### src/rtl/abus_master_queue.sv
// Command FIFO and one-at-a-time issue sequencer in front of abus_master.
// A watchdog aborts transactions whose done never arrives so the requester is never stuck.
module abus_master_queue #(
  parameter int ADDR_WIDTH = 16,
  parameter int DATA_WIDTH = 16,
  parameter int DEPTH      = 4,
  parameter int TIMEOUT    = 15
) (
  input  logic                              abus_clk,
  input  logic                              abus_rstb,
  input  logic                              cmd_valid,
  output logic                              cmd_ready,
  input  logic                              cmd_write,
  input  logic [ADDR_WIDTH-1:0]             cmd_address,
  input  logic [DATA_WIDTH-1:0]             cmd_wdata,
  input  logic [$clog2(DATA_WIDTH+1)-1:0]   cmd_strb,
  input  logic [$clog2(DATA_WIDTH+1)-1:0]   cmd_keep,
  output logic                              rsp_valid,
  input  logic                              rsp_ready,
  output logic                              rsp_write,
  output logic [DATA_WIDTH-1:0]             rsp_rdata,
  output logic                              rsp_err,
  output logic                              write,
  output logic                              read,
  output logic                              abort,
  output logic [ADDR_WIDTH-1:0]             address,
  output logic [DATA_WIDTH-1:0]             wdata,
  output logic [$clog2(DATA_WIDTH+1)-1:0]   strb,
  output logic [$clog2(DATA_WIDTH+1)-1:0]   keep,
  input  logic [DATA_WIDTH-1:0]             rdata,
  input  logic                              new_rdata,
  input  logic                              done,
  input  logic                              err,
  output logic                              busy
);
  localparam int SW = $clog2(DATA_WIDTH + 1);
  localparam int IW = $clog2(DEPTH);
  localparam int PW = IW + 1;
  localparam logic [7:0] TO_LAST = 8'(TIMEOUT - 1);

  typedef enum logic [1:0] {
    Q_IDLE  = 2'd0,
    Q_WAIT  = 2'd1,
    Q_ABORT = 2'd2
  } state_t;

  state_t                r_state, w_state_nxt;
  logic [PW-1:0]         r_wptr, r_rptr, w_wptr_nxt, w_rptr_nxt;
  logic                  r_mem_write [DEPTH];
  logic [ADDR_WIDTH-1:0] r_mem_addr  [DEPTH];
  logic [DATA_WIDTH-1:0] r_mem_wdata [DEPTH];
  logic [SW-1:0]         r_mem_strb  [DEPTH];
  logic [SW-1:0]         r_mem_keep  [DEPTH];
  logic [IW-1:0]         w_widx, w_ridx;
  logic                  w_full, w_empty, w_push, w_pop;
  logic                  w_load, w_load_err, w_abort_nxt;
  logic [DATA_WIDTH-1:0] w_load_rdata;
  logic [7:0]            r_wdog, w_wdog_nxt;
  logic                  r_write, r_read, r_abort, r_op_write, r_busy;
  logic [ADDR_WIDTH-1:0] r_address;
  logic [DATA_WIDTH-1:0] r_wdata;
  logic [SW-1:0]         r_strb, r_keep;
  logic                  r_rsp_valid, r_rsp_write, r_rsp_err;
  logic [DATA_WIDTH-1:0] r_rsp_rdata;

  assign w_widx     = r_wptr[IW-1:0];
  assign w_ridx     = r_rptr[IW-1:0];
  assign w_full     = (r_wptr[PW-1] != r_rptr[PW-1]) && (w_widx == w_ridx);
  assign w_empty    = (r_wptr == r_rptr);
  assign w_push     = cmd_valid && !w_full;
  assign w_wptr_nxt = r_wptr + {{IW{1'b0}}, w_push};
  assign w_rptr_nxt = r_rptr + {{IW{1'b0}}, w_pop};

  assign cmd_ready = !w_full;
  assign rsp_valid = r_rsp_valid;
  assign rsp_write = r_rsp_write;
  assign rsp_rdata = r_rsp_rdata;
  assign rsp_err   = r_rsp_err;
  assign write     = r_write;
  assign read      = r_read;
  assign abort     = r_abort;
  assign address   = r_address;
  assign wdata     = r_wdata;
  assign strb      = r_strb;
  assign keep      = r_keep;
  assign busy      = r_busy;

  // Command storage; contents are only meaningful between the pointers.
  always_ff @(posedge abus_clk) begin
    if (w_push) begin
      r_mem_write[w_widx] <= cmd_write;
      r_mem_addr[w_widx]  <= cmd_address;
      r_mem_wdata[w_widx] <= cmd_wdata;
      r_mem_strb[w_widx]  <= cmd_strb;
      r_mem_keep[w_widx]  <= cmd_keep;
    end
  end

  // FIFO pointers, state and watchdog registers.
  always_ff @(posedge abus_clk or negedge abus_rstb) begin
    if (!abus_rstb) begin
      r_wptr  <= {PW{1'b0}};
      r_rptr  <= {PW{1'b0}};
      r_state <= Q_IDLE;
      r_wdog  <= 8'd0;
    end else begin
      r_wptr  <= w_wptr_nxt;
      r_rptr  <= w_rptr_nxt;
      r_state <= w_state_nxt;
      r_wdog  <= w_wdog_nxt;
    end
  end

  // Issue / wait / abort sequencing; done takes priority over an expiring watchdog.
  always_comb begin
    w_state_nxt  = r_state;
    w_pop        = 1'b0;
    w_load       = 1'b0;
    w_load_err   = 1'b0;
    w_load_rdata = {DATA_WIDTH{1'b0}};
    w_abort_nxt  = 1'b0;
    w_wdog_nxt   = 8'd0;
    case (r_state)
      Q_IDLE: begin
        if (!w_empty && (!r_rsp_valid || rsp_ready)) begin
          w_pop       = 1'b1;
          w_state_nxt = Q_WAIT;
        end else begin
          w_state_nxt = Q_IDLE;
        end
      end
      Q_WAIT: begin
        if (done) begin
          w_load       = 1'b1;
          w_load_err   = err;
          w_load_rdata = new_rdata ? rdata : {DATA_WIDTH{1'b0}};
          w_state_nxt  = Q_IDLE;
        end else if (r_wdog == TO_LAST) begin
          w_abort_nxt = 1'b1;
          w_state_nxt = Q_ABORT;
        end else begin
          w_wdog_nxt = r_wdog + 8'd1;
        end
      end
      Q_ABORT: begin
        if (done || (r_wdog == TO_LAST)) begin
          w_load      = 1'b1;
          w_load_err  = 1'b1;
          w_state_nxt = Q_IDLE;
        end else begin
          w_wdog_nxt = r_wdog + 8'd1;
        end
      end
      default: begin
        w_state_nxt = Q_IDLE;
      end
    endcase
  end

  // Order pulses, held operands, response slot and busy flag.
  always_ff @(posedge abus_clk or negedge abus_rstb) begin
    if (!abus_rstb) begin
      r_write     <= 1'b0;
      r_read      <= 1'b0;
      r_abort     <= 1'b0;
      r_op_write  <= 1'b0;
      r_address   <= {ADDR_WIDTH{1'b0}};
      r_wdata     <= {DATA_WIDTH{1'b0}};
      r_strb      <= {SW{1'b0}};
      r_keep      <= {SW{1'b0}};
      r_rsp_valid <= 1'b0;
      r_rsp_write <= 1'b0;
      r_rsp_rdata <= {DATA_WIDTH{1'b0}};
      r_rsp_err   <= 1'b0;
      r_busy      <= 1'b0;
    end else begin
      r_write <= w_pop && r_mem_write[w_ridx];
      r_read  <= w_pop && !r_mem_write[w_ridx];
      r_abort <= w_abort_nxt;
      if (w_pop) begin
        r_op_write <= r_mem_write[w_ridx];
        r_address  <= r_mem_addr[w_ridx];
        r_wdata    <= r_mem_write[w_ridx] ? r_mem_wdata[w_ridx] : {DATA_WIDTH{1'b0}};
        r_strb     <= r_mem_strb[w_ridx];
        r_keep     <= r_mem_keep[w_ridx];
      end else if (w_state_nxt == Q_IDLE) begin
        r_op_write <= 1'b0;
        r_address  <= {ADDR_WIDTH{1'b0}};
        r_wdata    <= {DATA_WIDTH{1'b0}};
        r_strb     <= {SW{1'b0}};
        r_keep     <= {SW{1'b0}};
      end
      if (w_load) begin
        r_rsp_valid <= 1'b1;
        r_rsp_write <= r_op_write;
        r_rsp_rdata <= w_load_rdata;
        r_rsp_err   <= w_load_err;
      end else if (rsp_ready) begin
        r_rsp_valid <= 1'b0;
      end
      r_busy <= (w_state_nxt != Q_IDLE) || (w_wptr_nxt != w_rptr_nxt);
    end
  end
endmodule

### config.mk
export PLATFORM = sky130hd
export DESIGN_NAME = abus_master_queue
export DESIGN_NICKNAME = d
export VERILOG_FILES = /design/src/rtl/abus_master_queue.sv
export SDC_FILE = /design/constraint.sdc
export NUM_CORES = 1
export LEC_CHECK = 0
export ABC_CLOCK_PERIOD_IN_PS = 9060
export BUFFER_PORTS_ARGS = -buffer_cell sky130_fd_sc_hd__clkbuf_2
export CELL_PAD_IN_SITES_DETAIL_PLACEMENT = 1
export CELL_PAD_IN_SITES_GLOBAL_PLACEMENT = 2
export CORE_UTILIZATION = 37
export CTS_CLUSTER_SIZE = 30
export DETAILED_ROUTE_END_ITERATION = 10
export PLACE_DENSITY = 0.69
export SETUP_SLACK_MARGIN = 0.4
export SYNTH_ARGS = -nofsm -noshare
export SYNTH_HDL_FRONTEND = slang
export SYNTH_SLANG_ARGS = --single-unit
### constraint.sdc
create_clock -name abus_clk -period 9.06 [get_ports abus_clk]
set_input_delay 1.812 -clock abus_clk [delete_from_list [all_inputs] [get_ports abus_clk]]
set_output_delay 1.812 -clock abus_clk [all_outputs]
set_load 0.03 [all_outputs]
==> run summary <==
The post-cts resize count was 0. The critical path goes through xor2_1 -> or3_1 -> clkbuf_2. The worst setup path is captured at a primary output. Max-cap violations in this run came to 0.

Once detail routing completed, the nets flagged for antenna violations numbered 0. The logs give 2,467 for the number of fill cells and 20,500 um for the routed wire length. The floorplan step set the die width to 164 um. The tools report the final standard cell count with taps included and fillers excluded as 1,025. STA puts the critical path data required time at 7.25 ns. Setup violations remaining at the end of the flow were counted as 0. For the wire length of the first global-routing pass, the log shows 32,000 um.

The final weighted congestion in routability-driven placement came out at 0.712. Ranked by total cell area, the synthesized netlist is headed by edfxtp_1, dfrtp_1, mux4_2. TritonCTS built the clock tree.

Least setup slack across all paths after layout: 4.79 ns. Overall power consumption after layout is estimated at 4.09 mW. Final number of max-transition violations: 0. The top flip-flop cell by instance count after synthesis was edfxtp_1. Routed signal wires occupy layers up through met5. In the synthesized netlist the async set-or-reset flop fraction comes to 32.3%.

The die area came out at 0.0268 sq mm. Setup repair after global routing left no endpoint under its margin. The region available for standard cell placement spans 0.0254 sq mm. The net count after synthesis is 603, and the number of antenna violations at the first check in global routing is 4. The area share of the largest cell type after synthesis was 53.4%. The flow ran to the end, and the final reports show no timing, DRC or antenna violations. The tightest min-delay check is of the reg2reg type.

The count of flip-flops with a built-in enable after synthesis was 172. The per-instance average area after synthesis is 18.3 sq um. Number of global-route vias before repair: 5,707. Synthesis inferred 254 register bits.

The slew at the pin with the worst max-slew slack came out at 1.02 ns. Including well taps, the total number of placed cells is 974. Top cell type by total area after synthesis: edfxtp_1. The H-tree level count came out at 1. The worst stage delay on the critical path is 1.05 ns, and the total congestion overflow after global routing is 0. Synthesis produced a netlist whose cell count is 527. Based on the critical path, the design can be clocked at up to 234 MHz.

The clock drives 254 sinks. The logs give 0 for the number of hold-repair buffers added at the cts stage and 0.185 mV for the peak supply drop. The share of the cycle needed by the critical path after routing was 47.1%; the total routed wire length on the met1 layer was 9100 um. Global routing used 15.7% of the available tracks across all layers. The first detailed-routing pass took 4 iterations. Summed over all cells, the static leakage comes to 4.50 nW. The violation count after the first detailed-routing iteration was 292. The tools report the warning count from the yosys run as 0. The most instantiated library cell after synthesis was edfxtp_1. For the finished layout, the period the worst path requires is 4.27 ns. Across all layers, the routed design uses 5,181 vias. In the routed design, unresolved DRC markers number 0. Post-synth design cell area: 0.00967 sq mm. At the later pin of the worst-skew pair, clock insertion delay measures 0.54 ns.

The post-route setup TNS is 0 ns. The worst setup path is launched from a flip-flop. For this design the top-level I/O count stands at 132. Detailed placement finished with a half-perimeter wire length of 12,800 um. Clock-pin slew was measured on the worst setup and hold paths at 0.06 ns. Dividing the detail-routed via count by the number of cells gives 5.05. Entering global routing, the biggest net connects 64 pins. The clock arrives with 0.0125 ns of skew.

The footprint of the multi-input gates was 0.00227 sq mm; the total number of nets in the final design was 749. The tree is rooted in a clkbuf_16. The floorplan has 58 rows. The layout overhead on the synthesized area is 20.0%.

Worst endpoint data arrival time: 2.46 ns. In this run the worst path has a maximum fanout of 46. The run gives 1210 um as the detailed-routed wire length on met3.

Maximum number of buffers from clock root to sink: 3. The total CTS buffers is 27, and the fraction of the yosys area taken by sequential cells is 74.6%. Registers take 0.00722 sq mm. The power density normalized to cell area was 353 mW/mm^2; the total count of hold-check failures in the final report was 0. The die span in y was 164 um; the path depth of the worst reg2reg path was 10.

The commonest cells after synthesis are edfxtp_1, dfrtp_1, nand2_1. The fraction of layout instances using a drive strength above 1 works out to 34.9%. For the post-CTS repair timing setup buffer count, the log shows 0. The total of buffers placed on input and output ports is 131. The tools report the number of different library cells in the post-synthesis netlist as 41. The cell type of the slowest stage on the worst timing path is dfrtp_4. The starting utilization of the core area came out at 38.1%. The critical path class was reg2out.

The tightest slew margin relative to the limit is 31.7%. Setup slack after placement: 4.37 ns. Summed over all nets, wire length on met2 after detailed routing comes to 9850 um. The hold-critical path depth was 1. The routed length per placed instance came out at 20.0 um.
[worst max-delay path: cells and delay by family (launching register included)]
family	cells	cell delay, ns
xor gates and xnor gates	1	0.25
buffers and inverters	1	0.21
DFF	1	1.05
and+or+nand+nor	1	0.41
[power breakdown]
| group | switching (mW) | internal (mW) |
|---|---|---|
| Clock | 0.438 | 0.620 |
| Sequential | 0.180 | 1.56 |
| Combinational | 0.786 | 0.504 |
[layer usage]
metal | vias to the layer above | track usage, %
met5 | - | 0
met4 | 6 | 3.32
met3 | 36 | 3.73
met2 | 146 | 26.1
met1 | 2640 | 21.0
li1 | 2353 | -
[path summary, 6_finish.rpt]
kind / to / slack (ns) / from
min in group asynchronous: r_wdog[2]$_DFF_PN0_ / 1.26 / abus_rstb
max in group asynchronous: r_rptr[0]$_DFF_PN0_ / 6.71 / abus_rstb
worst max-delay path: cmd_ready / 4.79 / r_rptr[0]$_DFF_PN0_
worst min-delay path: rsp_rdata[12]$_DFFE_PN0P_ / 0.50 / rsp_rdata[12]$_DFFE_PN0P_
worst min register to register: rsp_rdata[12]$_DFFE_PN0P_ / 0.50 / rsp_rdata[12]$_DFFE_PN0P_
worst max register to register: busy$_DFF_PN0_ / 5.04 / r_rptr[0]$_DFF_PN0_
[metrics by stage]
stage	hold WS, ns	util, %	cell area (sq um)
after floorplan	0.469	-	9670
after global placement	0.484	42.3	10700
after detailed placement	0.489	42.3	10700
after CTS	0.507	45.7	11600
after global routing	0.517	45.7	11600
final	0.501	45.7	11600
[sequential cells by signal, summed over array words and instances, names as in the netlist, 4 cells and up]
register / flops
r_mem_addr: 64
r_mem_wdata: 64
r_mem_keep: 20
r_mem_strb: 20
address: 16
rsp_rdata: 16
wdata: 16
r_wdog: 8
keep: 5
strb: 5
r_mem_write: 4
[cell families (layout without fill, tap and decap cells)]
group	count (synthesis)	in the layout	synth area share, %
DFF	254	254	74.6
and+or+nand+nor	83	83	3.92
buffers and inverters	49	216	2.19
other	0	1	0
adders and majority gates	10	10	1.29
AOI/OAI and AO/OA	70	70	6.39
muxes	45	45	10.1
xor gates and xnor gates	16	16	1.45
[cells in the final DEF, fill, tap and decap left out, types with 2 or more instances in the layout]
master / Yosys / routed
o211ai_1: 2 / 2
ha_1: 10 / 10
xor2_1: 10 / 10
nand4_1: 2 / 2
o32ai_1: 16 / 16
nor2_1: 10 / 10
mux4_2: 42 / 42
o2bb2ai_1: 26 / 26
and2_1: 2 / 2
clkbuf_8: 0 / 5
clkbuf_1: 5 / 6
buf_4: 1 / 12
edfxtp_1: 172 / 172
clkbuf_2: 0 / 130
a21oi_1: 2 / 2
nand2_1: 49 / 49
xnor2_1: 6 / 6
dfrtp_1: 82 / 80
mux2_2: 2 / 2
or3_1: 2 / 2
nor3_1: 3 / 2
nor3b_2: 0 / 2
clkinv_1: 0 / 3
clkbuf_16: 0 / 27
inv_1: 23 / 23
a22o_1: 16 / 16
clkinv_2: 0 / 6
nand3_1: 4 / 4
[layout make-up]
class,count,area share (%)
Antenna cell,1,0.0216
Tap cell,330,3.56
Timing Repair Buffer,142,6.38
Sequential cell,254,62.3
Clock inverter,12,0.863
Clock buffer,38,6.61
Inverter,24,0.777
Multi-Input combinational cell,224,19.5
(Power assumes the default switching activity.)
